==> src/rtl/vec_mem_seq_pkg.sv <==
// Shared constants and types for the vector load/store sequencer.
package vproc_mem_pkg;

  localparam int DATA_W = 8;
  localparam int ADDR_W = 6;
  localparam int LANES  = 4;
  localparam int IDX_W  = (LANES > 1) ? $clog2(LANES) : 1;

  typedef enum logic [2:0] {
    IDLE  = 3'd0,
    WRITE = 3'd1,
    READ  = 3'd2,
    DRAIN = 3'd3,
    RESP  = 3'd4
  } vseq_state_t;

  // Lane i occupies bits [i*DATA_W +: DATA_W].
  typedef logic [LANES-1:0][DATA_W-1:0] vec_t;

endpackage

==> src/rtl/vec_mem_seq_if.sv <==
// Command/response bus between the vector execution unit and the sequencer.
interface vec_mem_seq_if;
  import vproc_mem_pkg::*;

  logic              cmd_valid;
  logic              cmd_ready;
  logic              cmd_write;
  logic [ADDR_W-1:0] cmd_base;
  logic [ADDR_W-1:0] cmd_stride;
  vec_t              wr_vec;
  vec_t              rd_vec;
  logic              rsp_valid;
  logic              rsp_ready;

  modport master (
    output cmd_valid, cmd_write, cmd_base, cmd_stride, wr_vec, rsp_ready,
    input  cmd_ready, rd_vec, rsp_valid
  );

  modport slave (
    input  cmd_valid, cmd_write, cmd_base, cmd_stride, wr_vec, rsp_ready,
    output cmd_ready, rd_vec, rsp_valid
  );
endinterface

==> src/rtl/vec_mem_seq_addr_gen.sv <==
// Lane address generator: base + idx*stride, wrapping mod 2**ADDR_W.
module vec_addr_gen
  import vproc_mem_pkg::*;
(
  input  logic              clk,
  input  logic              rst_n,
  input  logic              load_i,
  input  logic              step_i,
  input  logic [ADDR_W-1:0] base_i,
  input  logic [ADDR_W-1:0] stride_i,
  output logic [ADDR_W-1:0] addr_o,
  output logic [IDX_W-1:0]  idx_o,
  output logic              last_o
);

  logic [ADDR_W-1:0] addr_q;
  logic [ADDR_W-1:0] stride_q;
  logic [IDX_W-1:0]  idx_q;

  // Load captures the command; step advances one lane (sum truncates, so 63->0 wraps silently).
  always_ff @(posedge clk or negedge rst_n) begin
    if (!rst_n) begin
      addr_q   <= '0;
      stride_q <= '0;
      idx_q    <= '0;
    end else if (load_i) begin
      addr_q   <= base_i;
      stride_q <= stride_i;
      idx_q    <= '0;
    end else if (step_i) begin
      addr_q   <= addr_q + stride_q;
      idx_q    <= idx_q + 1'b1;
    end
  end

  assign addr_o = addr_q;
  assign idx_o  = idx_q;
  assign last_o = (idx_q == IDX_W'(LANES - 1));

endmodule

==> src/rtl/vec_mem_seq.sv <==
// Vector load/store sequencer: serialises one vector command into per-byte
// accesses on a registered-read dual-port RAM and gathers load bytes back.
module vec_mem_seq
  import vproc_mem_pkg::*;
(
  input  logic              clk,
  input  logic              rst_n,
  vec_mem_seq_if.slave      bus,
  output logic [DATA_W-1:0] ram_data,
  output logic [ADDR_W-1:0] ram_read_addr,
  output logic [ADDR_W-1:0] ram_write_addr,
  output logic              ram_write_enable,
  input  logic [DATA_W-1:0] ram_q
);

  vseq_state_t       state_q, state_d;
  vec_t              wr_q;
  vec_t              rd_q;
  logic [LANES-1:0]  cap_en;
  logic [ADDR_W-1:0] addr;
  logic [IDX_W-1:0]  idx;
  logic              last;
  logic              accept;
  logic              step;

  assign accept = (state_q == IDLE) && bus.cmd_valid;
  assign step   = (state_q == WRITE) || (state_q == READ);

  vec_addr_gen u_addr_gen (
    .clk      (clk),
    .rst_n    (rst_n),
    .load_i   (accept),
    .step_i   (step),
    .base_i   (bus.cmd_base),
    .stride_i (bus.cmd_stride),
    .addr_o   (addr),
    .idx_o    (idx),
    .last_o   (last)
  );

  // State register.
  always_ff @(posedge clk or negedge rst_n) begin
    if (!rst_n) state_q <= IDLE;
    else        state_q <= state_d;
  end

  // Next state: stores finish on the last lane write, loads need one extra
  // cycle for the registered RAM read of the last lane.
  always_comb begin
    state_d = state_q;
    unique case (state_q)
      IDLE:    if (bus.cmd_valid) state_d = bus.cmd_write ? WRITE : READ;
      WRITE:   if (last) state_d = RESP;
      READ:    if (last) state_d = DRAIN;
      DRAIN:   state_d = RESP;
      RESP:    if (bus.rsp_ready) state_d = IDLE;
      default: state_d = IDLE;
    endcase
  end

  // Store data is latched on acceptance so the caller may change wr_vec afterwards.
  always_ff @(posedge clk or negedge rst_n) begin
    if (!rst_n)      wr_q <= '0;
    else if (accept) wr_q <= bus.wr_vec;
  end

  // Which lane the RAM output belongs to this cycle: read data lags the address by one.
  always_comb begin
    cap_en = '0;
    if ((state_q == READ) && (idx != '0)) cap_en[idx - 1'b1] = 1'b1;
    if (state_q == DRAIN)                 cap_en[LANES-1]    = 1'b1;
  end

  // Gather register; untouched by stores so the last load result persists.
  always_ff @(posedge clk or negedge rst_n) begin
    if (!rst_n) begin
      rd_q <= '0;
    end else begin
      for (int i = 0; i < LANES; i++)
        if (cap_en[i]) rd_q[i] <= ram_q;
    end
  end

  // RAM port drive; everything is 0 outside the active access state, so the
  // two ports are never active together and reset clears them immediately.
  always_comb begin
    ram_data         = '0;
    ram_read_addr    = '0;
    ram_write_addr   = '0;
    ram_write_enable = 1'b0;
    if (state_q == WRITE) begin
      ram_write_enable = 1'b1;
      ram_write_addr   = addr;
      ram_data         = wr_q[idx];
    end else if (state_q == READ) begin
      ram_read_addr    = addr;
    end
  end

  assign bus.cmd_ready = (state_q == IDLE);
  assign bus.rsp_valid = (state_q == RESP);
  assign bus.rd_vec    = rd_q;

endmodule

==> src/flat_wrapper.sv <==
// flat-port wrapper written by rule: the top's interface ports become plain ports
module vec_mem_seq_flat import vproc_mem_pkg::*;
  (clk, rst_n, ram_data, ram_read_addr, ram_write_addr, ram_write_enable, ram_q, bus_cmd_valid, bus_cmd_write, bus_cmd_base, bus_cmd_stride, bus_wr_vec, bus_rsp_ready, bus_cmd_ready, bus_rd_vec, bus_rsp_valid);
  vec_mem_seq_if bus_i ();
  input  logic clk;
  input  logic rst_n;
  output logic [DATA_W-1:0] ram_data;
  output logic [ADDR_W-1:0] ram_read_addr;
  output logic [ADDR_W-1:0] ram_write_addr;
  output logic ram_write_enable;
  input  logic [DATA_W-1:0] ram_q;
  input wire logic [$bits(bus_i.cmd_valid)-1:0] bus_cmd_valid;
  input wire logic [$bits(bus_i.cmd_write)-1:0] bus_cmd_write;
  input wire logic [$bits(bus_i.cmd_base)-1:0] bus_cmd_base;
  input wire logic [$bits(bus_i.cmd_stride)-1:0] bus_cmd_stride;
  input wire logic [$bits(bus_i.wr_vec)-1:0] bus_wr_vec;
  input wire logic [$bits(bus_i.rsp_ready)-1:0] bus_rsp_ready;
  output wire logic [$bits(bus_i.cmd_ready)-1:0] bus_cmd_ready;
  output wire logic [$bits(bus_i.rd_vec)-1:0] bus_rd_vec;
  output wire logic [$bits(bus_i.rsp_valid)-1:0] bus_rsp_valid;
  assign bus_i.cmd_valid = bus_cmd_valid;
  assign bus_i.cmd_write = bus_cmd_write;
  assign bus_i.cmd_base = bus_cmd_base;
  assign bus_i.cmd_stride = bus_cmd_stride;
  assign bus_i.wr_vec = bus_wr_vec;
  assign bus_i.rsp_ready = bus_rsp_ready;
  assign bus_cmd_ready = bus_i.cmd_ready;
  assign bus_rd_vec = bus_i.rd_vec;
  assign bus_rsp_valid = bus_i.rsp_valid;
  vec_mem_seq u_core (.clk(clk), .rst_n(rst_n), .bus(bus_i), .ram_data(ram_data), .ram_read_addr(ram_read_addr), .ram_write_addr(ram_write_addr), .ram_write_enable(ram_write_enable), .ram_q(ram_q));
endmodule
==> config.mk <==
export PLATFORM = sky130hd
export DESIGN_NAME = vec_mem_seq_flat
export DESIGN_NICKNAME = d
export VERILOG_FILES = /design/src/rtl/vec_mem_seq_pkg.sv /design/src/rtl/vec_mem_seq_if.sv /design/src/rtl/vec_mem_seq_addr_gen.sv /design/src/rtl/vec_mem_seq.sv /design/src/flat_wrapper.sv
export SDC_FILE = /design/constraint.sdc
export NUM_CORES = 1
export LEC_CHECK = 0
export ABC_AREA = 1
export CORE_ASPECT_RATIO = 1.2
export CORE_MARGIN = 2
export CORE_UTILIZATION = 47
export DETAILED_ROUTE_END_ITERATION = 12
export GPL_TIMING_DRIVEN = 0
export PLACE_DENSITY = 0.8
export SYNTH_ARGS = -nofsm -noshare
export SYNTH_HDL_FRONTEND = slang
export SYNTH_HIERARCHICAL = 1
export SYNTH_SLANG_ARGS = --single-unit
==> constraint.sdc <==
create_clock -name clk -period 1.93 [get_ports clk]
set_input_delay 0.4825 -clock clk [delete_from_list [all_inputs] [get_ports clk]]
set_output_delay 0.4825 -clock clk [all_outputs]
set_load 0.01 [all_outputs]
==> impl_metrics.yaml <==
routing:
  drt_iter0_markers: 182
  via_per_inst: 5.06
  drt-total-wl_um: 10900
  vias: 3645
  drc_errors: 0
  dr.pass1.iters: 5
  ant_nets: 0
  wl_per_cell_um: 15.2
timing:
  worst_pin_slew_ns: 0.504
  period_minus_slack_ns: 2.09
  finalClockSkew_ns: 0.00917
  drv_slew: 0
  rsz0062_at_grt: "true"
  fmax_mhz: 477
  period_share: 1.09
  final.setup.worst_slack_ns: -0.164
  final-setup-viol-count: 10
  max_slew_margin: 0.664
  hold_viol: 0
cts:
  htree_levels: 3
  ctsHoldBuffers: 0
  cts_tree: "yes"
  clockRootBuffer: "clkbuf_8"
  clkTransAtPathRegs_ns: 0.09
  clk_latency_ns: 0.35
  cts.sinks: 81
  cts_made_buffers: 9
  cts_buffer_depth: 2
flow_run:
  maxCapViolations: 0
floorplan:
  floorplan.initialDensity: 0.491
  die_w_um: 86.1
  fp.dieH_um: 103
  die-area_um2: 8830
  ios: 112
  num_rows: 35
  core_um2: 7750
yosys:
  yosys.area_share.simple: 0.297
  synth_xor_xnor_area_share: 0.00461
  synth_compound_area_frac: 0.0744
  syn-num-nets: 530
  netlist_area_um2: 3800
  ys_types: 31
  muxShareOfSynthArea: 0
  syn_avg_cell_area_um2: 8.16
  synth_top_family_by_area: "simple AND/OR/NAND/NOR gates"
  synth.yosys.seq_area_share: 0.533
  yosys_warnings: 6
  synth-adder-area-share: 0.0250
  ys_ff_latch: 81
  syn_inst: 466
worst_setup_path:
  reg2regPathDepth: 13
  cp-end-kind: "primary output"
  crit_type: "reg2out"
  crit_path_start_kind: "register"
  cp_max_fo: 5
  crit_arrival_ns: 1.61
  required_ns: 1.45
final_layout:
  final_nets: 687
  multiInputGateArea_um2: 1610
  layout-drive-gt1-share: 0.212
  seq_area_um2: 2030
  areaGrowthSynthToFinish_pct: 48.1
  final_cell_mix: "nand2_1, clkdlybuf4s50_1, dfrtp_1"
  diodes: 0
  final_common_cell: "nand2_1"
  fill_cells: 560
status:
  status: "finished with violations"
  violations: "setup timing"
global_route:
  grt_max_degree: 47
  grtUsageTotal: 0.253
  overflow: 0
  grt_first_pass_wirelength_um: 17200
  grt_pass1_vias: 3692
  antenna_found_initial: 0
place:
  dp_hpwl_um: 7360
  preCtsSetupSlack_ns: -0.400
  gp_congestion: 0.889
  port-buffer-count: 111
min_path:
  hold_class: "in2async"
pwr:
  power_density_nw_per_um2: 1670
  ir_drop_uv: 846
  total_power_uw: 9410
  power_leakage_uw: 0.00293
==> layer usage <==
layer,up-vias,part of all wire,GRT usage
met5,-,0,0
met4,0,0.021,0.0769
met3,23,0.080,0.0825
met2,137,0.52,0.450
met1,1726,0.38,0.291
li1,1759,-,-
==> where the power goes <==
part | leakage (uW) | internal (uW) | switching (uW)
sequential | 0.000983 | 2530 | 530
combinational | 0.00183 | 2310 | 2600
clock | 0.000123 | 835 | 612
total | 0.00293 | 5670 | 3740
==> final timing paths <==
| kind | startpoint | end | slack (ns) |
|---|---|---|---|
| setup / recovery | u_core/u_addr_gen/idx_o[0] | ram_data[5] | -0.16 |
| hold / removal | rst_n | u_core/wr_q[4] | 0.09 |
| setup reg to reg | u_core/state_q[2] | u_core/u_addr_gen/addr_o[3] | 0.09 |
| hold reg to reg | u_core/wr_q[27] | u_core/wr_q[27] | 0.48 |
| max in group asynchronous | rst_n | u_core/bus.rd_vec[6] | 1.24 |
| min in group clk | u_core/wr_q[27] | u_core/wr_q[27] | 0.48 |
==> through the flow <==
step	utilization	hold slack, ns	cell area, um2	instances	TNS (ns)
2_1_floorplan	-	0.187	3800	466	0
3_3_place_gp	0.649	0.463	5030	669	-202.79
3_5_place_dp	0.652	0.465	5050	670	-5.27
4_1_cts	0.712	0.102	5520	716	-1.19
5_1_grt	0.727	0.112	5630	720	-2.46
6_report	0.727	0.0868	5630	720	-1.14
==> Yosys cell counts, drive strengths merged <==
cell	n	area share
o221ai	1	0.0023
ha	6	0.020
nand2	226	0.23
dfrtp	81	0.53
a21boi	2	0.0040
fa	1	0.0053
a22o	1	0.0023
a21oi	4	0.0053
o211ai	1	0.0020
inv	37	0.038
buf	12	0.026
nand3	11	0.016
clkinv	2	0.0020
nor2	38	0.043
o21ai	37	0.055
xnor2	1	0.0023
xor2	1	0.0023
nor3	1	0.0013
a22oi	2	0.0039
nand3b	1	0.0020
==> kinds of logic after synthesis <==
| group | after synthesis |
|---|---|
| AND/OR/NAND/NOR | 277 |
| buffers and inverters | 51 |
| XOR/XNOR | 2 |
| adder cells (fa/ha/maj) | 7 |
| AO/OA/AOI/OAI | 48 |
| flip-flops | 81 |
==> registers in the layout, indices dropped and copies added, names as in the netlist <==
signal / count
u_core/wr_q: 32
u_core/u_addr_gen/idx_o: 2
u_core/u_addr_gen/addr_o: 6
u_core/u_addr_gen/stride_q: 6
u_core/bus.rd_vec: 32
u_core/state_q: 3
==> critical path, stage by stage, from the launching register on <==
cell and delay [ns]:
dfrtp_2 0.47, nor2_4 0.17, buf_6 0.13, buf_4 0.10, nand2_2 0.04, nand2_2 0.08, nor2_2 0.04, nor2_1 0.10
buf_2 0.14
==> cell type report <==
type                       count  area share
clock buffer                  12      0.0293
inverter                      39      0.0295
sequential                    81       0.361
multi-input combinational    335       0.286
tap                           92      0.0204
clock inverter                 4      0.0131
buffer                        12      0.0207
timing repair buffer         145       0.240
==> timing repair <==
item                       4_1_cts  5_1_grt
cloned                           1        0
resized for setup              116       32
setup buffers                   29        4
setup endpoints to repair       23       29
pin swaps                       17        7
Note: power is estimated with default switching activity, not from simulation.
